==> src/rtl/control_fsm_if.sv <==
// Instruction-fetch and datapath-control bundle between control_fsm and its memory/datapath.
// master = controller side, slave = memory/datapath side.
interface control_fsm_if;
   logic [15:0] mem_addr;
   logic [15:0] mem_data;
   logic [4:0]  status_flags;
   logic        dp_enable;
   logic [15:0] reg_write_enable;
   logic [3:0]  reg_a_select;
   logic [3:0]  reg_b_select;
   logic        immediate_select;
   logic [15:0] immediate;
   logic [3:0]  opcode;

   modport master (
      output mem_addr, dp_enable, reg_write_enable, reg_a_select, reg_b_select,
             immediate_select, immediate, opcode,
      input  mem_data, status_flags
   );

   modport slave (
      input  mem_addr, dp_enable, reg_write_enable, reg_a_select, reg_b_select,
             immediate_select, immediate, opcode,
      output mem_data, status_flags
   );
endinterface

==> src/rtl/control_fsm.sv <==
// Fetch/decode/execute sequencer for a 16-bit load/store-less ALU core with conditional branches.
// Decodes the latched instruction word into datapath controls and manages the PC.
//
// state   | meaning
// FETCH   | PC presented on mem_addr, memory access in flight
// DECODE  | instruction word valid, latched into IR; illegal ops go to HALT
// EXECUTE | datapath enabled for ALU ops, PC advanced or branched at end
// HALT    | illegal instruction seen; only reset leaves
module control_fsm #(
   parameter logic [15:0] P_RESET_PC = 16'h0000
) (
   input  logic            i_clk,
   input  logic            i_reset,
   input  logic            i_enable,
   control_fsm_if.master   bus,
   output logic            o_halted
);

   typedef enum logic [1:0] {
      S_FETCH   = 2'd0,
      S_DECODE  = 2'd1,
      S_EXECUTE = 2'd2,
      S_HALT    = 2'd3
   } state_t;

   state_t      r_state;
   state_t      w_state_next;
   logic [15:0] r_pc;
   logic [15:0] r_ir;

   logic [3:0]  w_op;
   logic [3:0]  w_rdest;
   logic [3:0]  w_opext;
   logic [3:0]  w_rsrc;
   logic [7:0]  w_imm8;
   logic [15:0] w_sext8;
   logic        w_alu;
   logic        w_cmp;
   logic        w_branch;
   logic        w_taken;
   logic        w_fetched_valid;
   logic        w_exec_active;
   logic        w_flag_c;
   logic        w_flag_f;
   logic        w_flag_z;
   logic        w_flag_n;
   logic        w_flag_l_unused;

   assign w_op    = r_ir[15:12];
   assign w_rdest = r_ir[11:8];
   assign w_opext = r_ir[7:4];
   assign w_rsrc  = r_ir[3:0];
   assign w_imm8  = r_ir[7:0];
   assign w_sext8 = {{8{w_imm8[7]}}, w_imm8};

   assign w_flag_c        = bus.status_flags[4];
   assign w_flag_l_unused = bus.status_flags[3];
   assign w_flag_f        = bus.status_flags[2];
   assign w_flag_z        = bus.status_flags[1];
   assign w_flag_n        = bus.status_flags[0];

   // Legality is judged on the incoming word so an illegal op never reaches EXECUTE.
   always_comb begin
      w_fetched_valid = 1'b0;
      case (bus.mem_data[15:12])
         4'b0000, 4'b0001, 4'b0010, 4'b0011, 4'b0101,
         4'b1001, 4'b1011, 4'b1100, 4'b1101, 4'b1111: w_fetched_valid = 1'b1;
         default:                                       w_fetched_valid = 1'b0;
      endcase
   end

   always_comb begin
      w_alu                = 1'b0;
      w_cmp                = 1'b0;
      w_branch             = 1'b0;
      bus.immediate_select = 1'b0;
      bus.opcode           = w_op;
      bus.immediate        = w_sext8;
      case (w_op)
         4'b0000: begin
            w_alu      = (r_ir != 16'h0000);
            w_cmp      = (w_opext == 4'b1011);
            bus.opcode = w_opext;
         end
         4'b0001, 4'b0010, 4'b0011: begin
            w_alu                = 1'b1;
            bus.immediate_select = 1'b1;
            bus.immediate        = {8'h00, w_imm8};
         end
         4'b0101, 4'b1001, 4'b1011, 4'b1101: begin
            w_alu                = 1'b1;
            w_cmp                = (w_op == 4'b1011);
            bus.immediate_select = 1'b1;
         end
         4'b1111: begin
            w_alu                = 1'b1;
            bus.immediate_select = 1'b1;
            bus.opcode           = 4'b1101;
            bus.immediate        = {w_imm8, 8'h00};
         end
         4'b1100: w_branch = 1'b1;
         default: ;
      endcase
   end

   always_comb begin
      w_taken = 1'b0;
      case (w_rdest)
         4'b0000: w_taken = w_flag_z;
         4'b0001: w_taken = ~w_flag_z;
         4'b0010: w_taken = w_flag_c;
         4'b0011: w_taken = ~w_flag_c;
         4'b0110: w_taken = w_flag_n;
         4'b0111: w_taken = ~w_flag_n;
         4'b1000: w_taken = w_flag_f;
         4'b1001: w_taken = ~w_flag_f;
         4'b1100: w_taken = ~w_flag_n & ~w_flag_z;
         4'b1101: w_taken = w_flag_n | w_flag_z;
         4'b1110: w_taken = 1'b1;
         default: w_taken = 1'b0;
      endcase
      w_taken = w_taken & w_branch;
   end

   always_ff @(posedge i_clk) begin
      if (i_reset) begin
         r_state <= S_FETCH;
      end else if (i_enable) begin
         r_state <= w_state_next;
      end
   end

   always_comb begin
      w_state_next = r_state;
      case (r_state)
         S_FETCH:   w_state_next = S_DECODE;
         S_DECODE:  w_state_next = w_fetched_valid ? S_EXECUTE : S_HALT;
         S_EXECUTE: w_state_next = S_FETCH;
         S_HALT:    w_state_next = S_HALT;
         default:   w_state_next = S_FETCH;
      endcase
   end

   always_ff @(posedge i_clk) begin
      if (i_reset) begin
         r_pc <= P_RESET_PC;
         r_ir <= 16'h0000;
      end else if (i_enable) begin
         if (r_state == S_DECODE) begin
            r_ir <= bus.mem_data;
         end
         if (r_state == S_EXECUTE) begin
            r_pc <= w_taken ? (r_pc + w_sext8) : (r_pc + 16'h0001);
         end
      end
   end

   // Gating with reset keeps a mid-flight write from landing on the aborting edge.
   assign w_exec_active        = (r_state == S_EXECUTE) & i_enable & ~i_reset;
   assign bus.dp_enable        = w_exec_active & w_alu;
   assign bus.reg_write_enable = (bus.dp_enable & ~w_cmp) ? (16'h0001 << w_rdest) : 16'h0000;
   assign bus.reg_a_select     = w_rsrc;
   assign bus.reg_b_select     = w_rdest;
   assign bus.mem_addr         = r_pc;
   assign o_halted             = (r_state == S_HALT);

endmodule

==> src/flat_wrapper.sv <==
// flat-port wrapper written by rule: the top's interface ports become plain ports
module control_fsm_flat 
#(
   parameter logic [15:0] P_RESET_PC = 16'h0000
)
  (i_clk, i_reset, i_enable, o_halted, bus_mem_addr, bus_dp_enable, bus_reg_write_enable, bus_reg_a_select, bus_reg_b_select, bus_immediate_select, bus_immediate, bus_opcode, bus_mem_data, bus_status_flags);
  control_fsm_if bus_i ();
  input  logic i_clk;
  input  logic i_reset;
  input  logic i_enable;
  output logic o_halted;
  output wire logic [$bits(bus_i.mem_addr)-1:0] bus_mem_addr;
  output wire logic [$bits(bus_i.dp_enable)-1:0] bus_dp_enable;
  output wire logic [$bits(bus_i.reg_write_enable)-1:0] bus_reg_write_enable;
  output wire logic [$bits(bus_i.reg_a_select)-1:0] bus_reg_a_select;
  output wire logic [$bits(bus_i.reg_b_select)-1:0] bus_reg_b_select;
  output wire logic [$bits(bus_i.immediate_select)-1:0] bus_immediate_select;
  output wire logic [$bits(bus_i.immediate)-1:0] bus_immediate;
  output wire logic [$bits(bus_i.opcode)-1:0] bus_opcode;
  input wire logic [$bits(bus_i.mem_data)-1:0] bus_mem_data;
  input wire logic [$bits(bus_i.status_flags)-1:0] bus_status_flags;
  assign bus_mem_addr = bus_i.mem_addr;
  assign bus_dp_enable = bus_i.dp_enable;
  assign bus_reg_write_enable = bus_i.reg_write_enable;
  assign bus_reg_a_select = bus_i.reg_a_select;
  assign bus_reg_b_select = bus_i.reg_b_select;
  assign bus_immediate_select = bus_i.immediate_select;
  assign bus_immediate = bus_i.immediate;
  assign bus_opcode = bus_i.opcode;
  assign bus_i.mem_data = bus_mem_data;
  assign bus_i.status_flags = bus_status_flags;
  control_fsm #(.P_RESET_PC(P_RESET_PC)) u_core (.i_clk(i_clk), .i_reset(i_reset), .i_enable(i_enable), .bus(bus_i), .o_halted(o_halted));
endmodule
==> config.mk <==
export PLATFORM = sky130hd
export DESIGN_NAME = control_fsm_flat
export DESIGN_NICKNAME = d
export VERILOG_FILES = /design/src/rtl/control_fsm_if.sv /design/src/rtl/control_fsm.sv /design/src/flat_wrapper.sv
export SDC_FILE = /design/constraint.sdc
export NUM_CORES = 1
export LEC_CHECK = 0
export ABC_AREA = 1
export BUFFER_PORTS_ARGS = -buffer_cell sky130_fd_sc_hd__buf_2
export CAP_MARGIN = 10
export CORE_MARGIN = 2
export CORE_UTILIZATION = 45
export CTS_BUF_LIST = sky130_fd_sc_hd__clkbuf_8
export DETAILED_ROUTE_END_ITERATION = 7
export PLACE_DENSITY = 0.77
export SETUP_SLACK_MARGIN = 0.02
export SLEW_MARGIN = 20
export SYNTH_ARGS = -nofsm -noshare
export SYNTH_HDL_FRONTEND = slang
export SYNTH_SLANG_ARGS = --single-unit
==> constraint.sdc <==
create_clock -name i_clk -period 3.1 [get_ports i_clk]
set_input_delay 0.465 -clock i_clk [delete_from_list [all_inputs] [get_ports i_clk]]
set_output_delay 0.465 -clock i_clk [all_outputs]
set_load 0.05 [all_outputs]
# --- Word-level counts from Yosys, hierarchy flattened ---
# Memories as Yosys holds them, arrays and structs flattened.
# Index checks and enable logic that the tools add are counted.
totals:
  register_bits: 34
  out_inout_bits: 63
  n_memories: 1
  mem_bits_ro: 16
  elab_cells: 63
  input_bits: 24
memory_table:
  columns: ["memory", "words", "width", "rd", "rd_clocked_by_memory_dff", "wr", "line_no", "source"]
  rows:
  - ["(name not given)", 16, 1, 1, 0, 0, "control_fsm.sv:65", "case (bus.mem_data[15:12])"]
op_classes:
  n_shift: 1
  addsub: 2
  n_reduce_logical: 9
  bitwise: 13
  mux: 11
  n_eq_ne: 23
ops:
  columns: ["operator", "n"]
  rows:
  - ["4-bit equality test, second input constant", 11]
  - ["16-bit two-way mux", 2]
  - ["16-bit one-hot mux with 2 select lines", 1]
  - ["16-bit by 1-bit adder with 16-bit output, second input constant", 1]
  - ["16-bit adder", 1]
  - ["4-bit by 2-bit equality test with 1-bit output, second input constant", 4]
  - ["16-bit nonzero test", 1]
  - ["1-bit by 4-bit left shift with 16-bit output, first input constant", 1]
  - ["4-bit by 3-bit equality test with 1-bit output, second input constant", 3]
  - ["1-bit one-hot mux with 11 select lines", 1]
  - ["4-bit by 1-bit equality test with 1-bit output, second input constant", 2]
  - ["4-bit logical NOT", 2]
  - ["2-bit one-hot mux with 4 select lines", 1]
  - ["4-bit one-hot mux with 2 select lines", 1]
  - ["8-bit OR reduction", 1]
  - ["1-bit AND", 6]
  - ["1-bit NOT", 6]
  - ["2-bit equality test, second input constant", 2]
  - ["1-bit one-hot mux with 2 select lines", 2]
  - ["2-bit AND reduction", 2]
  - ["4-bit OR reduction", 1]
  - ["1-bit two-way mux", 3]
  - ["3-bit OR reduction", 1]
  - ["2-bit by 1-bit equality test with 1-bit output, second input constant", 1]
  - ["other kinds (2)", 2]

# --- Logic depth before layout (Yosys ltp) ---
# Gate-level depths: netlist of run 1.
depth:
  word_depth: 6
  mapped_depth: 21
  mapped_depth_nobuf: 21

# --- Least setup slack after synthesis of run 1 ---
# Ideal clock, no wire load.
synth_path:
  kind: "register to output"
  startpoint: "reg u_core.r_ir[14]"
  endpoint: "out bus_reg_write_enable[0]"
  slack_ps: -480
  arrival_ps: 3115
  stages_incl_launch_ff: 8
  path_buffers: 0
  path_cell_list: "dfxtp_1 -> nor2_1 -> inv_1 -> o21ai_0 -> o21ai_2 -> nor2_4 -> nand2_1 -> nor2_1"
synth_via:
  elab_chain_cells: 6
  word_cells_on_any_way: 18
synth_lines:
  columns: ["element", "line_no", "source"]
  rows:
  - ["start: declaration", "control_fsm.sv:29", "logic [15:0] r_ir;"]
  - ["start signal: assignment", "control_fsm.sv:150", "r_ir <= bus.mem_data;"]
  - ["4-bit by 1-bit equality test with 1-bit output, or another cell as far along", "control_fsm.sv:79", "case (w_op)"]
  - ["8-bit OR reduction (no source line)", null, null]
  - ["1-bit one-hot mux with 2 select lines *", "control_fsm.sv:79", null]
  - ["1-bit AND *", "control_fsm.sv:160", "assign bus.dp_enable = w_exec_active & w_alu;"]
  - ["named net bus_dp_enable", "flat_wrapper.sv:13", "output wire logic [$bits(bus_i.dp_enable)-1:0] bus_dp_enable;"]
  - ["1-bit AND *", "control_fsm.sv:161", "assign bus.reg_write_enable = (bus.dp_enable & ~w_cmp) ? (16'h0001 << w_rdest) : 16'h0000;"]
  - ["16-bit two-way mux *", "control_fsm.sv:161", null]
  - ["end: declaration", "flat_wrapper.sv:14", "output wire logic [$bits(bus_i.reg_write_enable)-1:0] bus_reg_write_enable;"]
# Mark *: on every way through the listed nets, which the timed path passes. The rest lies on a longest branch.

# --- Worst setup path in the final report of run 1 ---
layout_path:
  startpoint: "reg u_core.r_ir[9]"
  endpoint: "reg u_core.r_pc[14], in the netlist u_core.bus.mem_addr[14]"
layout_via:
  elab_chain_cells: 4
  word_cells_on_any_way: 14
layout_lines:
  columns: ["element", "line_no", "source"]
  rows:
  - ["4-bit equality test, or another cell as far along", "control_fsm.sv:108", "case (w_rdest)"]
  - ["1-bit one-hot mux with 11 select lines *", "control_fsm.sv:108", null]
  - ["1-bit AND *", "control_fsm.sv:122", "w_taken = w_taken & w_branch;"]
  - ["16-bit two-way mux *", "control_fsm.sv:153", "r_pc <= w_taken ? (r_pc + w_sext8) : (r_pc + 16'h0001);"]
  - ["end signal: assignment", "control_fsm.sv:153", null]
  - ["end: declaration", "control_fsm.sv:28", "logic [15:0] r_pc;"]
# Mark *: on every way between the ends. The rest lies on a longest branch, timed or not.
# A chain may end at the register's enable or synchronous reset.

==> results of run 1 <==
==> timing repair <==
| item | 4_1_cts | 5_1_grt |
|---|---|---|
| setup buffers | 0 | 3 |
| setup endpoints to repair | 0 | 8 |
| resized for setup | 0 | 14 |
==> through the flow <==
stage	cell area, um^2	total power, W
2_1_floorplan	2670	0.000771
3_3_place_gp	3120	0.000844
3_5_place_dp	3120	0.000850
4_1_cts	3210	0.00119
5_1_grt	3290	0.00125
6_report	3300	0.00119
==> worst min-delay path, cell delays in order <==
cell	delay, ps
buf_2	80
o21ai_0	70
a21oi_1	100
==> power breakdown <==
group | total, W | switching (W) | internal (W)
registers | 0.000487 | 0.0000246 | 0.000463
logic | 0.000361 | 0.000270 | 0.0000907
clock network | 0.000343 | 0.000167 | 0.000176
total | 0.00119 | 0.000462 | 0.000729
==> final timing paths <==
path                                startpoint                                    to  slack, ps  cells past startpoint
setup / recovery   u_core.r_ir[9]$_SDFFE_PP0P_  u_core.bus.mem_addr[14]$_SDFFE_PP0P_        290                     18
hold / removal                bus_mem_data[11]          u_core.r_ir[11]$_SDFFE_PP0P_        460                      3
setup reg to reg   u_core.r_ir[9]$_SDFFE_PP0P_  u_core.bus.mem_addr[14]$_SDFFE_PP0P_        290                     18
hold reg to reg   u_core.r_ir[14]$_SDFFE_PP0P_          u_core.r_ir[14]$_SDFFE_PP0P_        520                      2
==> synthesized netlist by cell type <==
| master | n |
|---|---|
| dfxtp_1 | 34 |
| ha_1 | 15 |
| a21oi_1 | 35 |
| o221ai_1 | 2 |
| o21ai_0 | 43 |
| nor2_2 | 1 |
| a21boi_0 | 1 |
| xor2_1 | 6 |
| or2_1 | 1 |
| nor3_4 | 1 |
| nor2_1 | 74 |
| nand2_1 | 70 |
| buf_2 | 1 |
| o21bai_1 | 1 |
| nand3_2 | 4 |
| o211ai_1 | 2 |
| nor3_1 | 6 |
| a31oi_1 | 2 |
| o21ai_2 | 1 |
| inv_1 | 69 |
| nand3b_1 | 3 |
| buf_4 | 8 |
| nand3_1 | 20 |
| a21o_1 | 1 |
| inv_2 | 3 |
| o21ai_1 | 1 |
| and2_1 | 2 |
| o22ai_1 | 1 |
| clkbuf_1 | 7 |
| nand4_1 | 4 |
| xnor2_1 | 2 |
| fa_1 | 1 |
| nor2_4 | 6 |
==> registers in the layout (all words and copies together), names as in the netlist <==
register             count
u_core.bus.mem_addr     16
u_core.r_ir             16
u_core.r_state           2
==> logic make-up (layout without fill, tap and decap cells) <==
group                      Yosys count  in the layout  share of synthesized area (%)
and+or+nand+nor                    192            192                           32.5
xor gates and xnor gates             8              8                           2.63
buffers and inverters               88            171                           13.6
DFF                                 34             34                           25.5
other                                0              1                              0
adders and majority gates           16             16                           7.79
AOI/OAI and AO/OA                   90             90                           17.9
==> per-layer routing <==
layer / vias up / track usage [%] / wire length [um] / share of wire, %
li1: 1534 / - / - / -
met1: 1318 / 26.7 / 3260 / 46
met2: 91 / 36.5 / 3390 / 47
met3: 6 / 4.11 / 426 / 6.0
met4: 0 / 6.78 / 57 / 0.80
met5: - / 0 / 0 / 0
==> cell type report <==
cell class,instances,share of cell area (%)
clock inverter,2,0.266
tap,75,2.85
multi-input combinational,306,50.9
sequential,34,20.8
timing repair buffer,91,14.3
inverter,72,8.31
clock buffer,6,2.51
antenna,1,0.0759
==> results.sh, run 1 <==
export IMPL_finalWorstPathRequiredPeriod_ps=2810
export IMPL_finalWirelength_mm=7.14
export IMPL_wl_per_cell_um=12.2
export IMPL_post_synth_cell_area_avg_um2=6.23
export IMPL_synthTopCellsByArea="dfxtp_1 26%, nor2_1 10%, nand2_1 9.9%, inv_1 9.7%, o21ai_0 8.1%"
export IMPL_critical_path_most_common_cell="nor2_1"
export IMPL_root_driver="clkbuf_8"
export IMPL_timing_critical_path_slowest_stage_cell="dfxtp_2"
export IMPL_cts_made_buffers=5
export IMPL_status="finished clean"
export IMPL_synth_ff_latch_count=34
export IMPL_post_synth_instance_area_um2=2670
export IMPL_design_core_area_um2=5820
export IMPL_worst_ep_required_ps=3290
export IMPL_finalSetupViolations=0
export IMPL_arrival_ps=3000
export IMPL_yosys_warnings=0
export IMPL_detail_route_iter0_violations=135
export IMPL_route_antenna_remaining_nets=0
export IMPL_layout_commonest_cell="buf_2"
export IMPL_track_usage_pct=21.3
export IMPL_place_detailed_hpwl_mm=5.45
export IMPL_crit_path_start_kind="flop"
export IMPL_cts_max_path_buffers=2
export IMPL_multi_input_area_um2=1680
export IMPL_count_of_maximum_capacitance_violations=0
export IMPL_dpl_worst_slack_ps=170
export IMPL_final_wtd_congestion=0.841
export IMPL_finalSetupTns_ps=0
export IMPL_maxClockFrequency_mhz=356
export IMPL_fin_cells=587
export IMPL_holdCritPathClass="in2reg"
export IMPL_crit_buf_inv=4
export IMPL_detail_route_first_pass_iterations=5
export IMPL_worst_path_maximum_fanout=6
export IMPL_cp_slowest_stage_delay_ps=360
export IMPL_synth_yosys_seq_area_share_pct=25.5
export IMPL_netlist_top_cell_by_area="dfxtp_1"
export IMPL_post_route_worst_setup_slack_ps=290
export IMPL_ctsHoldBuffers=0
export IMPL_path_delay_family="simple AND/OR/NAND/NOR gates"
export IMPL_numPortBuffers=85
export IMPL_initial_util_pct=45.8
export IMPL_grt_max_degree=31
export IMPL_share_of_layout_cells_above_drive_strength_1_pct=24.7
export IMPL_detail_route_vias_per_cell=5.02
export IMPL_slew_violations=0
export IMPL_final_fill_count=564
export IMPL_die_height_um=81.0
export IMPL_floorplan_die_area_um2=6550
export IMPL_layout_nets=550
export IMPL_cells_after_synthesis=428
export IMPL_rsz_0062_raised_after_global_routing="no"
export IMPL_clock_sinks=34
export IMPL_slew_limit_headroom_pct=38.9
export IMPL_power_density_nw_per_um2=362
export IMPL_timing_worst_setup_path_type="reg2reg"
export IMPL_grt_antenna_before_repair=0
export IMPL_critical_path_cell_by_cell="nand2_1 -> inv_1 -> nand3b_1 -> nand2_1 -> nor2_1 -> nand3_2 -> nand3_2 -> clkinvlp_4 -> buf_4 -> ha_4 -> a21oi_1 -> nor2_1 -> nor2_1 -> nand3_1 -> a21oi_1 -> o21ai_0 -> o21ai_0 -> inv_1"
export IMPL_worst_pin_slew_ps=914
export IMPL_drcViolationCount=0
export IMPL_dr_total_vias=2949
export IMPL_core_rowCount=28
export IMPL_leftover_overflow_at_the_end_of_global_routing=0
export IMPL_total_leakage_power_nw=1.82
export IMPL_synth_top_cell_area_share_pct=25.5
export IMPL_numPlacedInstances=575
export IMPL_final_core_utilization_pct=56.7
export IMPL_regArea_um2=686
export IMPL_via_count_of_the_first_global_routing_pass=2575
export IMPL_clock_tree_from_tritoncts="built"
export IMPL_clock_skew_ps=6.85
export IMPL_cts_clk_slew_worst_paths_ps=70
export IMPL_die_width_um=81.0
export IMPL_top_level_ports=87
export IMPL_first_pass_grt_wire_length_mm=11.1
export IMPL_most_common_layout_cells="85 x buf_2, 73 x nor2_1, 69 x inv_1, 69 x nand2_1, 42 x o21ai_0"
export IMPL_timing_hold_ws_ps=455
export IMPL_ys_types=33
export IMPL_area_growth_pct=23.7
export IMPL_clk_insertion_delay_late_ps=290
export IMPL_synth_net_count=468
export IMPL_hold_viol_final=0
export IMPL_fin_crit_sh_pct=90.7
export IMPL_endpoint_class_of_the_critical_path="flop"
export IMPL_ir_drop_uv=163
export IMPL_htree_num_levels=2
(Power assumes the default switching activity.)
==> run 2: changes to the inputs <==
--- a/config.mk
+++ b/config.mk
@@ -7,12 +7,13 @@
 export LEC_CHECK = 0
 export ABC_AREA = 1
 export BUFFER_PORTS_ARGS = -buffer_cell sky130_fd_sc_hd__buf_2
-export CAP_MARGIN = 10
+export CAP_MARGIN = 25
 export CORE_MARGIN = 2
 export CORE_UTILIZATION = 45
 export CTS_BUF_LIST = sky130_fd_sc_hd__clkbuf_8
 export DETAILED_ROUTE_END_ITERATION = 7
 export PLACE_DENSITY = 0.77
+export RECOVER_POWER = 100
 export SETUP_SLACK_MARGIN = 0.02
 export SLEW_MARGIN = 20
 export SYNTH_ARGS = -nofsm -noshare
==> results.sh, run 2 (synthesis gave the netlist of run 1 again) <==
export IMPL_numPortBuffers=85
export IMPL_drcViolationCount=0
export IMPL_holdPathStages=3
export IMPL_slew_limit_headroom_pct=38.0
export IMPL_place_detailed_hpwl_mm=5.45
export IMPL_rsz_0062_raised_after_global_routing="no"
export IMPL_htree_num_levels=2
export IMPL_detail_route_iter0_violations=140
export IMPL_leftover_overflow_at_the_end_of_global_routing=0
export IMPL_die_height_um=81.0
export IMPL_top_level_ports=87
export IMPL_clock_sinks=34
export IMPL_worst_r2r_setup_slack_ps=290
export IMPL_route_antenna_remaining_nets=0
export IMPL_finalWorstPathRequiredPeriod_ps=2810
export IMPL_cts_max_path_buffers=2
export IMPL_die_width_um=81.0
export IMPL_clock_tree_from_tritoncts="built"
export IMPL_detail_route_first_pass_iterations=4
export IMPL_track_usage_pct=21.3
export IMPL_critical_path_cell_by_cell="nand2_1 -> inv_1 -> nand3b_1 -> nand2_1 -> nor2_1 -> nand3_2 -> nand2_4 -> nor2_1 -> ha_1 -> or2_0 -> and2_0 -> a21oi_1 -> o21ai_0 -> xor2_1 -> o21ai_1 -> inv_1"
export IMPL_endpoint_class_of_the_critical_path="flop"
export IMPL_clock_skew_ps=5.19
export IMPL_fin_crit_sh_pct=90.6
export IMPL_layout_commonest_cell="nor2_1"
export IMPL_holdCritPathClass="in2reg"
export IMPL_crit_path_start_kind="flop"
export IMPL_area_growth_pct=20.5
export IMPL_floorplan_die_area_um2=6550
export IMPL_total_leakage_power_nw=1.55
export IMPL_share_of_layout_cells_above_drive_strength_1_pct=11.9
export IMPL_finalSetupTns_ps=0
export IMPL_grt_antenna_before_repair=0
export IMPL_arrival_ps=3000
export IMPL_layout_nets=550
export IMPL_timing_worst_setup_path_type="reg2reg"
export IMPL_core_rowCount=28
export IMPL_p_total_w=0.00118
export IMPL_grt_max_degree=31
export IMPL_initial_util_pct=45.8
export IMPL_cp_slowest_stage_delay_ps=360
export IMPL_ctsHoldBuffers=0
export IMPL_cts_made_buffers=5
export IMPL_root_driver="clkbuf_8"
export IMPL_clk_insertion_delay_late_ps=290
export IMPL_worst_pin_slew_ps=928
export IMPL_finalWirelength_mm=7.17
export IMPL_ir_drop_uv=158
export IMPL_hold_path_startpoint="bus_mem_data[11]"
export IMPL_worst_path_maximum_fanout=6
export IMPL_count_of_maximum_capacitance_violations=0
export IMPL_maxClockFrequency_mhz=356
export IMPL_finalSetupViolations=0
export IMPL_cts_clk_slew_worst_paths_ps=70
export IMPL_detail_route_vias_per_cell=5.03
export IMPL_first_pass_grt_wire_length_mm=11.1
export IMPL_timing_critical_path_slowest_stage_cell="dfxtp_2"
export IMPL_final_wtd_congestion=0.841
export IMPL_status="finished clean"
export IMPL_slew_violations=0
export IMPL_timing_rr_start="u_core.r_ir[9]$_SDFFE_PP0P_"
export IMPL_ff2ff_path_depth=16
export IMPL_wl_per_cell_um=12.2
export IMPL_dr_total_vias=2954
export IMPL_design_core_area_um2=5820
export IMPL_most_common_layout_cells="74 x nor2_1, 69 x inv_1, 69 x nand2_1"
export IMPL_worst_ep_required_ps=3290
export IMPL_via_count_of_the_first_global_routing_pass=2575
export IMPL_hold_viol_final=0
export IMPL_hold_end="u_core.r_ir[11]$_SDFFE_PP0P_"
export IMPL_reg2reg_to="u_core.bus.mem_addr[9]$_SDFFE_PP0P_"
export IMPL_power_density_nw_per_um2=367
-- run 2: worst max-delay path: cells and delay by family (launching register included) --
| kind | cells | cell delay [ps] |
|---|---|---|
| flip-flops | 1 | 360 |
| buffers and inverters | 2 | 140 |
| AO/OA/AOI/OAI | 3 | 500 |
| AND/OR/NAND/NOR | 9 | 1210 |
| XOR/XNOR | 1 | 170 |
| adder cells (fa/ha/maj) | 1 | 340 |
-- run 2: final cells by class --
cell class | count | area, um^2
fill | 609 | 2610
multi-input combinational | 306 | 1680
sequential | 34 | 686
timing repair buffer | 91 | 388
inverter | 72 | 274
tap | 75 | 93.8
clock buffer | 6 | 82.6
clock inverter | 2 | 8.76
antenna | 1 | 2.50
-- run 2: power breakdown --
part           internal, W  total, W  leakage (nW)  switching [W]
Sequential        0.000463  0.000488         0.279      0.0000250
Clock             0.000176  0.000341        0.0524       0.000165
Combinational    0.0000792  0.000350          1.22       0.000271
Total             0.000718   0.00118          1.55       0.000461
-- run 2: through the flow --
step           hold WS, ps  area [um^2]  std cells  util, %  setup WS [ps]
6_report               455         3210        587     55.2            290
5_1_grt                456         3210        586     55.2           36.8
4_1_cts                447         3210        583     55.2            191
3_5_place_dp           496         3120        575     53.6            170
3_3_place_gp           491         3120        575     53.6            197
2_1_floorplan          461         2670        428        -            283
-- run 2: routing by layer --
layer  track usage [%]  wire length [um]  up-vias
met5                 0                 0        -
met2              36.5              3400      102
met3              4.11               495        6
met4              6.78                57        0
met1              26.7              3220     1311
li1                  -                 -     1535
-- run 2: repair_timing --
action / 4_1_cts / 5_1_grt
setup buffers: 0 / 3
setup endpoints to repair: 0 / 8
gates resized for setup: 0 / 14
-- run 2: worst max-delay path by stage --
stage / startpoint / to / slack (ps) / cells past startpoint
CTS: u_core.r_ir[8]$_SDFFE_PP0P_ / u_core.bus.mem_addr[13]$_SDFFE_PP0P_ / 190 / 19
floorplan: u_core.r_ir[14]$_SDFFE_PP0P_ / bus_reg_write_enable[0] / 280 / 7
global placement: bus_status_flags[1] / u_core.bus.mem_addr[13]$_SDFFE_PP0P_ / 200 / 21
detailed placement: bus_status_flags[1] / u_core.bus.mem_addr[13]$_SDFFE_PP0P_ / 170 / 21
global route: u_core.r_ir[9]$_SDFFE_PP0P_ / u_core.bus.mem_addr[8]$_SDFFE_PP0P_ / 40 / 20
finish: u_core.r_ir[9]$_SDFFE_PP0P_ / u_core.bus.mem_addr[9]$_SDFFE_PP0P_ / 290 / 16
